## src/rtl/frame_reader_pkg.sv

```systemverilog
`default_nettype none
// +----------------------------------------------------------------------------+
// | frame_reader_pkg                                                           |
// | Shared definitions for the display-side SPRAM read path: top-level state   |
// | codes shared with the frame writer, source image geometry, pixel width     |
// | and the reader FSM encoding.                                               |
// | Revision: 1.0                                                              |
// +----------------------------------------------------------------------------+
package frame_reader_pkg;

   // Top-level system state codes, common to the writer and the reader
   localparam logic [7:0] ST_WAIT = 8'h01;
   localparam logic [7:0] ST_XFER = 8'h02;
   localparam logic [7:0] ST_SHOW = 8'h03;

   // Source image geometry and pixel format (RGB444)
   localparam int IMG_W  = 50;
   localparam int IMG_H  = 40;
   localparam int PIX_W  = 12;
   localparam int ADDR_W = 15;

   // Reader display-gating FSM
   typedef enum logic [1:0] {
      FSM_EMPTY   = 2'd0,
      FSM_ARMED   = 2'd1,
      FSM_SHOW    = 2'd2,
      FSM_BLOCKED = 2'd3
   } fsm_t;

endpackage : frame_reader_pkg
`default_nettype wire

```

## src/rtl/frame_reader_if.sv

```systemverilog
`default_nettype none
// +----------------------------------------------------------------------------+
// | frame_reader_if                                                            |
// | Raster input, SPRAM read port and pixel output bundle of the frame reader. |
// | The reader connects through the slave modport; the raster/SPRAM side       |
// | connects through the master modport.                                       |
// | Revision: 1.0                                                              |
// +----------------------------------------------------------------------------+
interface frame_reader_if;
   import frame_reader_pkg::*;

   // Display raster
   logic [9:0]        x_addr;
   logic [9:0]        y_addr;
   logic              pix_de;
   // SPRAM read port
   logic [PIX_W-1:0]  spram_rd_data;
   logic              spram_rd_req;
   logic [ADDR_W-1:0] spram_addr;
   // Pixel stream back to the display
   logic [PIX_W-1:0]  pixel_data;
   logic              pixel_de;

   modport master (
      output x_addr, y_addr, pix_de, spram_rd_data,
      input  spram_rd_req, spram_addr, pixel_data, pixel_de
   );

   modport slave (
      input  x_addr, y_addr, pix_de, spram_rd_data,
      output spram_rd_req, spram_addr, pixel_data, pixel_de
   );

endinterface : frame_reader_if
`default_nettype wire

```

## src/rtl/frame_reader_delay.sv

```systemverilog
`default_nettype none
// +----------------------------------------------------------------------------+
// | frame_reader_delay                                                         |
// | Fixed-depth shift register that carries per-pixel flags alongside the      |
// | SPRAM read so they line up with the returned data.                         |
// | Revision: 1.0                                                              |
// +----------------------------------------------------------------------------+
module frame_reader_delay #(
   parameter int DEPTH = 3,
   parameter int WIDTH = 2
) (
   input  logic             clk,
   input  logic             rst_n,
   input  logic [WIDTH-1:0] din,
   output logic [WIDTH-1:0] dout
);

   logic [WIDTH-1:0] stage_d [DEPTH];
   logic [WIDTH-1:0] stage_q [DEPTH];

   // Each stage takes the previous one; stage 0 takes the input
   always_comb begin
      stage_d[0] = din;
      for (int i = 1; i < DEPTH; i++) begin
         stage_d[i] = stage_q[i-1];
      end
   end

   // Shift register with synchronous clear
   always_ff @(posedge clk) begin
      if (!rst_n) begin
         for (int i = 0; i < DEPTH; i++) begin
            stage_q[i] <= '0;
         end
      end else begin
         for (int i = 0; i < DEPTH; i++) begin
            stage_q[i] <= stage_d[i];
         end
      end
   end

   assign dout = stage_q[DEPTH-1];

endmodule : frame_reader_delay
`default_nettype wire

```

## src/rtl/frame_reader.sv

```systemverilog
`default_nettype none
// +----------------------------------------------------------------------------+
// | frame_reader                                                               |
// | Display-side read path for the photo-frame image buffer. Maps raster       |
// | coordinates to scaled, centred SPRAM addresses, returns pixel data aligned |
// | to the raster, and only shows a frame once the writer has stored it fully. |
// | Revision: 1.0                                                              |
// +----------------------------------------------------------------------------+
module frame_reader
   import frame_reader_pkg::*;
#(
   parameter int               W          = IMG_W,
   parameter int               H          = IMG_H,
   parameter int               SCALE_LOG2 = 3,
   parameter int               X_OFS      = 120,
   parameter int               Y_OFS      = 80,
   parameter int               RD_LAT     = 2,
   parameter logic [PIX_W-1:0] BG_COLOR   = 12'h000
) (
   input  logic                clk,
   input  logic                rst_n,
   input  logic [7:0]          state,
   input  logic                image_complete,
   input  logic                image_receiving,
   output logic                image_shown,
   frame_reader_if.slave       bus
);

   // Window edges in display pixels; the upper bounds are exclusive
   localparam logic [9:0]        X_LO   = 10'(X_OFS);
   localparam logic [9:0]        X_HI   = 10'(X_OFS + (W << SCALE_LOG2));
   localparam logic [9:0]        Y_LO   = 10'(Y_OFS);
   localparam logic [9:0]        Y_HI   = 10'(Y_OFS + (H << SCALE_LOG2));
   localparam logic [ADDR_W-1:0] W_ADDR = ADDR_W'(W);

   logic st_wait, st_xfer, st_show;
   logic frame_start;

   fsm_t fsm_d, fsm_q;
   logic done_d, done_q;

   logic [9:0]        dx, dy, sx, sy;
   logic              s0_win_d, s0_win_q;
   logic              s0_de_d, s0_de_q;
   logic [ADDR_W-1:0] s0_addr_d, s0_addr_q;

   logic              fetch;
   logic              rd_req_d, rd_req_q;
   logic [ADDR_W-1:0] rd_addr_d, rd_addr_q;

   logic [1:0]        dly_in, dly_out;
   logic              dly_fetch, dly_de;
   logic [PIX_W-1:0]  pixel_data_d, pixel_data_q;
   logic              pixel_de_d, pixel_de_q;

   assign st_wait     = (state == ST_WAIT);
   assign st_xfer     = (state == ST_XFER);
   assign st_show     = (state == ST_SHOW);
   assign frame_start = bus.pix_de && (bus.x_addr == 10'd0) && (bus.y_addr == 10'd0);

   // Done latch: remembers a complete frame after the writer drops its flag;
   // a fresh image_complete wins over any clearing condition in the same cycle
   always_comb begin
      done_d = done_q;
      if (st_wait || st_xfer || image_receiving) begin
         done_d = 1'b0;
      end
      if (image_complete) begin
         done_d = 1'b1;
      end
   end

   // Display-gating FSM next state; returning to WAIT overrides everything
   always_comb begin
      fsm_d = fsm_q;
      if (st_wait) begin
         fsm_d = FSM_EMPTY;
      end else begin
         case (fsm_q)
            FSM_EMPTY:   if (done_q) fsm_d = FSM_ARMED;
            FSM_ARMED:   if (frame_start && st_show) fsm_d = FSM_SHOW;
            FSM_SHOW:    if (image_receiving || st_xfer) fsm_d = FSM_BLOCKED;
            FSM_BLOCKED: if (done_q) fsm_d = FSM_ARMED;
            default:     fsm_d = FSM_EMPTY;
         endcase
      end
   end

   // Stage 0: window test and scaled address; offsets are only formed inside
   // the window so out-of-window coordinates never underflow into an address
   always_comb begin
      s0_win_d = (bus.x_addr >= X_LO) && (bus.x_addr < X_HI) &&
                 (bus.y_addr >= Y_LO) && (bus.y_addr < Y_HI);
      s0_de_d  = bus.pix_de;
      dx       = '0;
      dy       = '0;
      if (s0_win_d) begin
         dx = bus.x_addr - X_LO;
         dy = bus.y_addr - Y_LO;
      end
      sx        = dx >> SCALE_LOG2;
      sy        = dy >> SCALE_LOG2;
      s0_addr_d = ADDR_W'(sy) * W_ADDR + ADDR_W'(sx);
   end

   // Stage 1: issue the read; live writer activity suppresses it on the same
   // edge the FSM leaves SHOW, and the address holds between fetches
   always_comb begin
      fetch     = s0_de_q && s0_win_q && (fsm_q == FSM_SHOW) && st_show && !image_receiving;
      rd_req_d  = fetch;
      rd_addr_d = fetch ? s0_addr_q : rd_addr_q;
   end

   assign dly_in    = {fetch, s0_de_q};
   assign dly_fetch = dly_out[1];
   assign dly_de    = dly_out[0];

   frame_reader_delay #(
      .DEPTH (RD_LAT + 1),
      .WIDTH (2)
   ) u_delay (
      .clk   (clk),
      .rst_n (rst_n),
      .din   (dly_in),
      .dout  (dly_out)
   );

   // Output stage: show returned data only if the read was real and the FSM
   // has not been emptied or blocked by this edge; otherwise background
   always_comb begin
      pixel_de_d   = dly_de;
      pixel_data_d = BG_COLOR;
      if (dly_fetch && (fsm_d != FSM_EMPTY) && (fsm_d != FSM_BLOCKED)) begin
         pixel_data_d = bus.spram_rd_data;
      end
   end

   // State and pipeline registers
   always_ff @(posedge clk) begin
      if (!rst_n) begin
         fsm_q        <= FSM_EMPTY;
         done_q       <= 1'b0;
         s0_win_q     <= 1'b0;
         s0_de_q      <= 1'b0;
         s0_addr_q    <= '0;
         rd_req_q     <= 1'b0;
         rd_addr_q    <= '0;
         pixel_data_q <= '0;
         pixel_de_q   <= 1'b0;
      end else begin
         fsm_q        <= fsm_d;
         done_q       <= done_d;
         s0_win_q     <= s0_win_d;
         s0_de_q      <= s0_de_d;
         s0_addr_q    <= s0_addr_d;
         rd_req_q     <= rd_req_d;
         rd_addr_q    <= rd_addr_d;
         pixel_data_q <= pixel_data_d;
         pixel_de_q   <= pixel_de_d;
      end
   end

   assign bus.spram_rd_req = rd_req_q;
   assign bus.spram_addr   = rd_addr_q;
   assign bus.pixel_data   = pixel_data_q;
   assign bus.pixel_de     = pixel_de_q;
   assign image_shown      = (fsm_q == FSM_SHOW);

endmodule : frame_reader
`default_nettype wire

```

## src/flat_wrapper.sv

```systemverilog
// flat-port wrapper written by rule: the top's interface ports become plain ports
module frame_reader_flat import frame_reader_pkg::*;
#(
   parameter int               W          = IMG_W,
   parameter int               H          = IMG_H,
   parameter int               SCALE_LOG2 = 3,
   parameter int               X_OFS      = 120,
   parameter int               Y_OFS      = 80,
   parameter int               RD_LAT     = 2,
   parameter logic [PIX_W-1:0] BG_COLOR   = 12'h000
)
  (clk, rst_n, state, image_complete, image_receiving, image_shown, bus_x_addr, bus_y_addr, bus_pix_de, bus_spram_rd_data, bus_spram_rd_req, bus_spram_addr, bus_pixel_data, bus_pixel_de);
  frame_reader_if bus_i ();
  input  logic clk;
  input  logic rst_n;
  input  logic [7:0] state;
  input  logic image_complete;
  input  logic image_receiving;
  output logic image_shown;
  input wire logic [$bits(bus_i.x_addr)-1:0] bus_x_addr;
  input wire logic [$bits(bus_i.y_addr)-1:0] bus_y_addr;
  input wire logic [$bits(bus_i.pix_de)-1:0] bus_pix_de;
  input wire logic [$bits(bus_i.spram_rd_data)-1:0] bus_spram_rd_data;
  output wire logic [$bits(bus_i.spram_rd_req)-1:0] bus_spram_rd_req;
  output wire logic [$bits(bus_i.spram_addr)-1:0] bus_spram_addr;
  output wire logic [$bits(bus_i.pixel_data)-1:0] bus_pixel_data;
  output wire logic [$bits(bus_i.pixel_de)-1:0] bus_pixel_de;
  assign bus_i.x_addr = bus_x_addr;
  assign bus_i.y_addr = bus_y_addr;
  assign bus_i.pix_de = bus_pix_de;
  assign bus_i.spram_rd_data = bus_spram_rd_data;
  assign bus_spram_rd_req = bus_i.spram_rd_req;
  assign bus_spram_addr = bus_i.spram_addr;
  assign bus_pixel_data = bus_i.pixel_data;
  assign bus_pixel_de = bus_i.pixel_de;
  frame_reader #(.W(W), .H(H), .SCALE_LOG2(SCALE_LOG2), .X_OFS(X_OFS), .Y_OFS(Y_OFS), .RD_LAT(RD_LAT), .BG_COLOR(BG_COLOR)) u_core (.clk(clk), .rst_n(rst_n), .state(state), .image_complete(image_complete), .image_receiving(image_receiving), .image_shown(image_shown), .bus(bus_i));
endmodule
```

## config.mk

```make
export PLATFORM = sky130hd
export DESIGN_NAME = frame_reader_flat
export DESIGN_NICKNAME = d
export VERILOG_FILES = /design/src/rtl/frame_reader_pkg.sv /design/src/rtl/frame_reader_if.sv /design/src/rtl/frame_reader_delay.sv /design/src/rtl/frame_reader.sv /design/src/flat_wrapper.sv
export SDC_FILE = /design/constraint.sdc
export NUM_CORES = 1
export LEC_CHECK = 0
export BUFFER_PORTS_ARGS = -buffer_cell sky130_fd_sc_hd__buf_2
export CAP_MARGIN = 20
export CORE_ASPECT_RATIO = 1.1
export CORE_UTILIZATION = 48
export CTS_BUF_LIST = sky130_fd_sc_hd__clkbuf_16
export DETAILED_ROUTE_END_ITERATION = 10
export HOLD_SLACK_MARGIN = 0.02
export PLACE_DENSITY = 0.8
export SYNTH_ARGS = -nofsm -noshare
export SYNTH_HDL_FRONTEND = slang
export SYNTH_SLANG_ARGS = --single-unit
export TNS_END_PERCENT = 20
```

## constraint.sdc

```tcl
create_clock -name clk -period 4.15 [get_ports clk]
set_input_delay 0 -clock clk [delete_from_list [all_inputs] [get_ports clk]]
set_output_delay 0 -clock clk [all_outputs]
set_load 0.02 [all_outputs]
```

### Yosys cells after proc, flatten, opt, wreduce, memory -nomap -nowiden

Memories as Yosys holds them, arrays and structs flattened.
Cells that the tools add are included.

| operators by class | value |
|---|---|
| multiplexer cells | 14 |
| reduce and logical (&&, ||, !) cells | 23 |
| $add $sub $neg | 3 |
| multipliers | 1 |
| shifts and indexed selects | 0 |
| divide/modulo/power cells | 0 |
| equal/unequal tests | 7 |
| $lt $le $gt $ge | 4 |
| bitwise gates (word level) | 3 |

Operators by type and width:

| kind | number |
|---|---|
| >= comparator 10 x 7 -> 1 bit, second input constant | 2 |
| zero test 10 bit | 2 |
| 2-to-1 mux 10 bit | 2 |
| subtractor 10 x 7 -> 10 bit, second input constant | 2 |
| equality test 8 x 2 -> 1 bit, second input constant | 2 |
| adder 15 x 7 -> 15 bit | 1 |
| 2-to-1 mux 2 bit | 7 |
| logical AND 1 bit | 12 |
| multiplier 7 x 5 -> 12 bit, second input constant | 1 |
| < comparator 10 bit, second input constant | 1 |
| < comparator 10 x 9 -> 1 bit, second input constant | 1 |
| equality test 8 x 1 -> 1 bit, second input constant | 1 |
| one-hot mux 2 bit (3 select lines) | 1 |
| equality test 2 bit, second input constant | 2 |
| 2-to-1 mux 1 bit | 4 |
| nonzero test 2 bit | 2 |
| logical OR 1 bit | 3 |
| OR 1 bit | 3 |
| equality test 2 x 1 -> 1 bit, second input constant | 1 |
| zero test 2 bit | 1 |
| inequality test 2 bit, second input constant | 1 |
| AND reduction 2 bit | 1 |
| OR reduction 2 bit | 1 |
| zero test 1 bit | 1 |

| word-level totals | value |
|---|---|
| output and inout port bits | 30 |
| ROM bits | 0 |
| bits of input ports | 45 |
| bits in writable memories | 6 |
| memories kept | 1 |
| word-level logic and storage cells | 65 |
| bits in registers | 49 |
| latch bits | 0 |

Memory list:

| name | depth | bits a word | rd ports | clocked after memory_dff | wr ports | line | text |
|---|---|---|---|---|---|---|---|
| u_core.u_delay.stage_q | 3 | 2 | 3 | 0 | 3 | frame_reader_delay.sv:19 | `logic [WIDTH-1:0] stage_q [DEPTH];` |

### Longest topological paths before layout

| logic depth | value |
|---|---|
| depth in word-level cells | 11 |
| gate-level depth with buffers | 22 |
| depth with buffers taken out | 21 |

### Cells and area by module

From an unflattened synthesis, not the netlist that was laid out.

| second synthesis, totals | value |
|---|---|
| cells, all modules | 348 |
| area total of the unflattened synthesis | 2,999.1 um2 |

By module, submodules not included:

| module | area an instance (um2) | instances | sequential area each (um2) | cells each |
|---|---|---|---|---|
| frame_reader | 2,841.5 | 1 | 940.9 | 336 |
| frame_reader_delay | 157.7 | 1 | 120.1 | 12 |

### Worst setup path after synthesis

No wires, ideal clock.

| timing | value |
|---|---|
| path type | input -> register |
| start point | input bus_y_addr[1] |
| end point | register u_core.s0_addr_q[10] |
| path buffers | 1 |
| library setup time | 115 ps |
| arrival time | 4,399 ps |
| slack | -364 ps |
| cell stages on the path | 19 |
| data required time | 4,035 ps |
| cells stage by stage | or4_1 -> nor2_1 -> a31oi_1 -> a2111o_1 -> clkbuf_1 -> nor2_1 -> ha_1 -> ha_1 -> ha_1 -> inv_1 -> fa_1 -> inv_1 -> ha_1 -> nor2_1 -> nor2_1 -> o41a_1 -> or3b_2 -> xnor2_1 -> and2_1 |

| on the way | value |
|---|---|
| longest elaborated chain between the ends | 6 |
| elaborated cells on any way between the ends | 9 |
| those cells by class | add/sub: 2; mul: 1; order compare: 2; mux: 2; reduce/logical: 2 |

Ends and longest elaborated chain:

| item | line | text |
|---|---|---|
| start: declaration | flat_wrapper.sv:21 | `input wire logic [$bits(bus_i.y_addr)-1:0] bus_y_addr;` |
| >= comparator 10 x 7 -> 1 bit | frame_reader.sv:93 | `(bus.y_addr >= Y_LO) && (bus.y_addr < Y_HI);` |
| logical AND 1 bit | frame_reader.sv:92 | `s0_win_d = (bus.x_addr >= X_LO) && (bus.x_addr < X_HI) &&` |
| logical AND 1 bit | frame_reader.sv:93 |  |
| 2-to-1 mux 10 bit | frame_reader.sv:97 | `if (s0_win_d) begin` |
| multiplier 7 x 5 -> 12 bit | frame_reader.sv:103 | `s0_addr_d = ADDR_W'(sy) * W_ADDR + ADDR_W'(sx);` |
| adder 15 x 7 -> 15 bit * | frame_reader.sv:103 |  |
| end signal: assignment | frame_reader.sv:155 | `s0_addr_q <= s0_addr_d;` |
| end: declaration | frame_reader.sv:45 | `logic [ADDR_W-1:0] s0_addr_d, s0_addr_q;` |

Mark *: on every way between the ends. The rest lies on a longest branch, timed or not.
A chain may end at the register's enable or synchronous reset.

### Worst setup path in the final report

Ends and elaborated chain as after synthesis.

==> metrics.md <==
| Metric | Value |
|---|---|
| Outcome | `finished, final reports clean` |
| Total track usage | `0.204` |
| Peak Freq | `252 MHz` |
| Worst r2r dst | `u_core.bus.pixel_data[1]$_SDFF_PN0_` |
| Initial antenna violation count | `0` |
| Row count | `29` |
| Fin cells | `516` |
| Lkg Pwr | `1.92 nW` |
| Fraction of registers with async set/reset | `0` |
| Cell with the most instances after synthesis | `dfxtp_1` |
| Post-DR vias/cell | `5.05` |
| Critical path fanouts, max | `8` |
| Synth Cell Area | `3010 um2` |
| Place WS | `-124 ps` |
| Cell mode on critical path | `ha_4` |
| Htree depth | `2` |
| Critical Path AT | `4160 ps` |
| Startpoint types | `primary input` |
| Router iterations before antenna repair | `4` |
| First-pass GRT wire length | `10800 um` |
| TritonCTS Buffers | `5` |
| Layout Skew | `2.99 ps` |
| Layout cells sized above 1 | `0.292` |
| Worst Reg2Reg Path Length in Cells | `8` |
| Crit share post-route | `0.957` |
| Critical Path RT | `4340 ps` |
| Sequential fraction of the synthesis area | `0.346` |
| Cell Area, Placed | `3650 um2` |
| Fin. Hold Viols | `0` |
| Reg clk slew, reported paths | `60 ps` |
| Final Power | `1.10 mW` |
| Initial DRC Count | `104` |
| Worst min path class | `primary input to flip-flop` |
| Syn Inst Count | `325` |
| Sum Neg Setup Slack | `0 ps` |
| IO Port Bufs | `73` |
| Skew-Pair Late Insertion Delay | `290 ps` |
| Synth area leader | `dfxtp_1` |
| Root Buffer | `clkbuf_16` |
| Fin. max-slew vios | `0` |
| Flop2flop setup slack | `1630 ps` |
| Die ar. | `6600 um2` |
| Reg2Reg Launch Point | `u_core.fsm_q[0]$_SDFF_PN0_` |
| Initial core utilization | `0.509` |
| Vias | `2608` |
| Max-Cap Viols | `0` |
| Syn avg cell area | `9.27 um2` |
| Main flop type after synthesis | `dfxtp_1` |
| Remaining Overflow, GRT | `0` |
| Die Y | `85.1 um` |
| Normalized max-slew margin | `0.532` |
| Gp weighted congestion | `0.855` |
| Remaining antenna violation count | `0` |
| PnR worst setup slack | `177 ps` |
| VDD IR-drop max | `0.217 mV` |
| Syn_nets | `410` |
| Worst Setup EP | `u_core.s0_addr_q[10]$_SDFF_PN0_` |
| DR WL/cell | `12.3 um` |
| Least-Margin Pin Slew | `697 ps` |
| Final WL | `6320 um` |
| Min cycle time layout | `3970 ps` |
| Total core area | `5910 um2` |
| Largest net degree at the start of global routing | `27` |
| Fill cells | `459` |
| Post-synth cell types | `54` |
| Post-DP HPWL | `4930 um` |
| Crit-path max cell delay | `550 ps` |
| Final setup viols | `0` |
| IO Count | `75` |
| Nets@finish | `523` |
| Commonest cells post-synth | `52 x dfxtp_1, 45 x nor2_1, 37 x ha_1` |
| Chip Width | `77.5 um` |
| Hold_ws | `86.4 ps` |
| #FFs+latches synth | `52` |
| DRC | `0` |
| Top cell type's share of synthesized area | `0.346` |
| CTS tree | `yes` |
| Worst Path Class, Setup | `primary input to flip-flop` |
| Slowest cell on crit path | `fa_1` |
| Max clock buf depth | `2` |
| Synth Warn # | `0` |
| Pwr/cell area | `276 nW/um2` |
| Final instance area | `4010 um2` |
| DP Cell Count | `492` |
| Antenna fix cells | `0` |
| Layout Utilization | `0.678` |
| Vias in the first global route | `2594` |
| Worst Setup End Kind | `flip-flop` |
| Area contributors post-synth | `dfxtp_1 35%, ha_1 15%, mux2i_1 6.3%, nor2_1 5.6%, and2_1 5.2%` |
| Post-synth EDFFs | `0` |
| Crit path launch | `bus_y_addr[1]` |
| CP Cell Sequence | `buf_2 > or4_4 > nor2_4 > a31oi_1 > a2111o_2 > nor2_4 > ha_4 > ha_4 > ha_4 > inv_1 > fa_1 > inv_2 > ha_4 > nor2_1 > nor2_1 > o41a_1 > or3b_4 > xnor2_1 > and2_1` |
| Sink Count | `52` |
| Area Overhead vs Synth | `33.1%` |
==> state kept, by name, summed over array words and instances, names as in the netlist <==
register,cells
u_core.s0_addr_q,14
u_core.done_q,1
u_core.s0_win_q,1
u_core.bus.pixel_de,1
u_core.u_delay.stage_q,6
u_core.bus.spram_addr,14
u_core.s0_de_q,1
u_core.bus.pixel_data,12
u_core.fsm_q,2
==> cell usage in the layout (no fill, tap or decap), drive strengths merged, types with 3 or more instances in the layout <==
cell type / netlist / layout
and2: 25 / 25
ha: 37 / 37
o21ai: 5 / 5
mux2i: 19 / 19
nor2b: 5 / 5
nand2b: 5 / 5
dfxtp: 52 / 52
xnor2: 11 / 11
clkbuf: 4 / 5
nand3: 7 / 7
xor2: 8 / 8
fa: 3 / 3
nor2: 46 / 46
dlygate4sd3: 0 / 15
a21oi: 12 / 12
nand2: 12 / 12
a21o: 4 / 4
inv: 15 / 15
buf: 3 / 98
nor3: 9 / 9
==> area by class of cell <==
cell class | instances | area (um2) | area share
Sequential cell | 52 | 1040 | 0.260
Multi-Input combinational cell | 250 | 1960 | 0.490
Timing Repair Buffer | 113 | 703 | 0.175
Clock inverter | 3 | 18.8 | 0.00468
Clock buffer | 5 | 125 | 0.0312
Inverter | 16 | 60.1 | 0.0150
Tap cell | 77 | 96.3 | 0.0240
==> cells by family (layout without fill, tap and decap cells) <==
family	count (synthesis)	count (layout)	share of synthesized area
AND/OR/NAND/NOR	129	129	0.226
flip-flops	52	52	0.346
AO/OA/AOI/OAI	42	42	0.101
adder cells (fa/ha/maj)	40	40	0.174
buffers and inverters	23	137	0.0349
XOR/XNOR	19	19	0.0553
multiplexers	19	19	0.0631
other	1	1	0.00125
==> how the worst min path moves through the flow <==
stage / from / endpoint / slack, ps / cells past startpoint
floorplan: bus_x_addr[3] / u_core.s0_addr_q[0]$_SDFF_PN0_ / 80 / 1
global placement: bus_spram_rd_data[6] / u_core.bus.pixel_data[6]$_SDFF_PN0_ / 200 / 2
detailed placement: bus_spram_rd_data[5] / u_core.bus.pixel_data[5]$_SDFF_PN0_ / 200 / 2
CTS: image_receiving / u_core.done_q$_SDFFE_PN0P_ / 90 / 4
global route: rst_n / u_core.s0_addr_q[11]$_SDFF_PN0_ / 130 / 3
finish: image_receiving / u_core.done_q$_SDFFE_PN0P_ / 90 / 4
==> what timing repair did <==
action | CTS | global route
endpoints found under the setup margin | 0 | 4
gates resized for setup | 0 | 11
hold buffers | 15 | 0
hold endpoints to repair | 15 | 0
setup buffers | 0 | 1
==> metal layers <==
metal  global-route usage  up-vias  part of all wire
met1                0.239     1174              0.43
met2                0.356       72              0.50
met5                    0        -                 0
met4               0.0978        0             0.025
li1                     -     1348                 -
met3               0.0366       14             0.047
==> where the power goes <==
part	switching [mW]	leakage [nW]	internal [mW]
combinational	0.0977	1.44	0.100
clock	0.172	0.0635	0.221
sequential	0.00406	0.421	0.510
==> worst max-delay path: cells and delay by family <==
family / cells / cell delay, ps
adders and majority gates: 5 / 1530
and+or+nand+nor: 7 / 1460
xor gates and xnor gates: 1 / 140
buffers and inverters: 3 / 190
AOI/OAI and AO/OA: 3 / 820
Power figures use the tool's default switching activity.
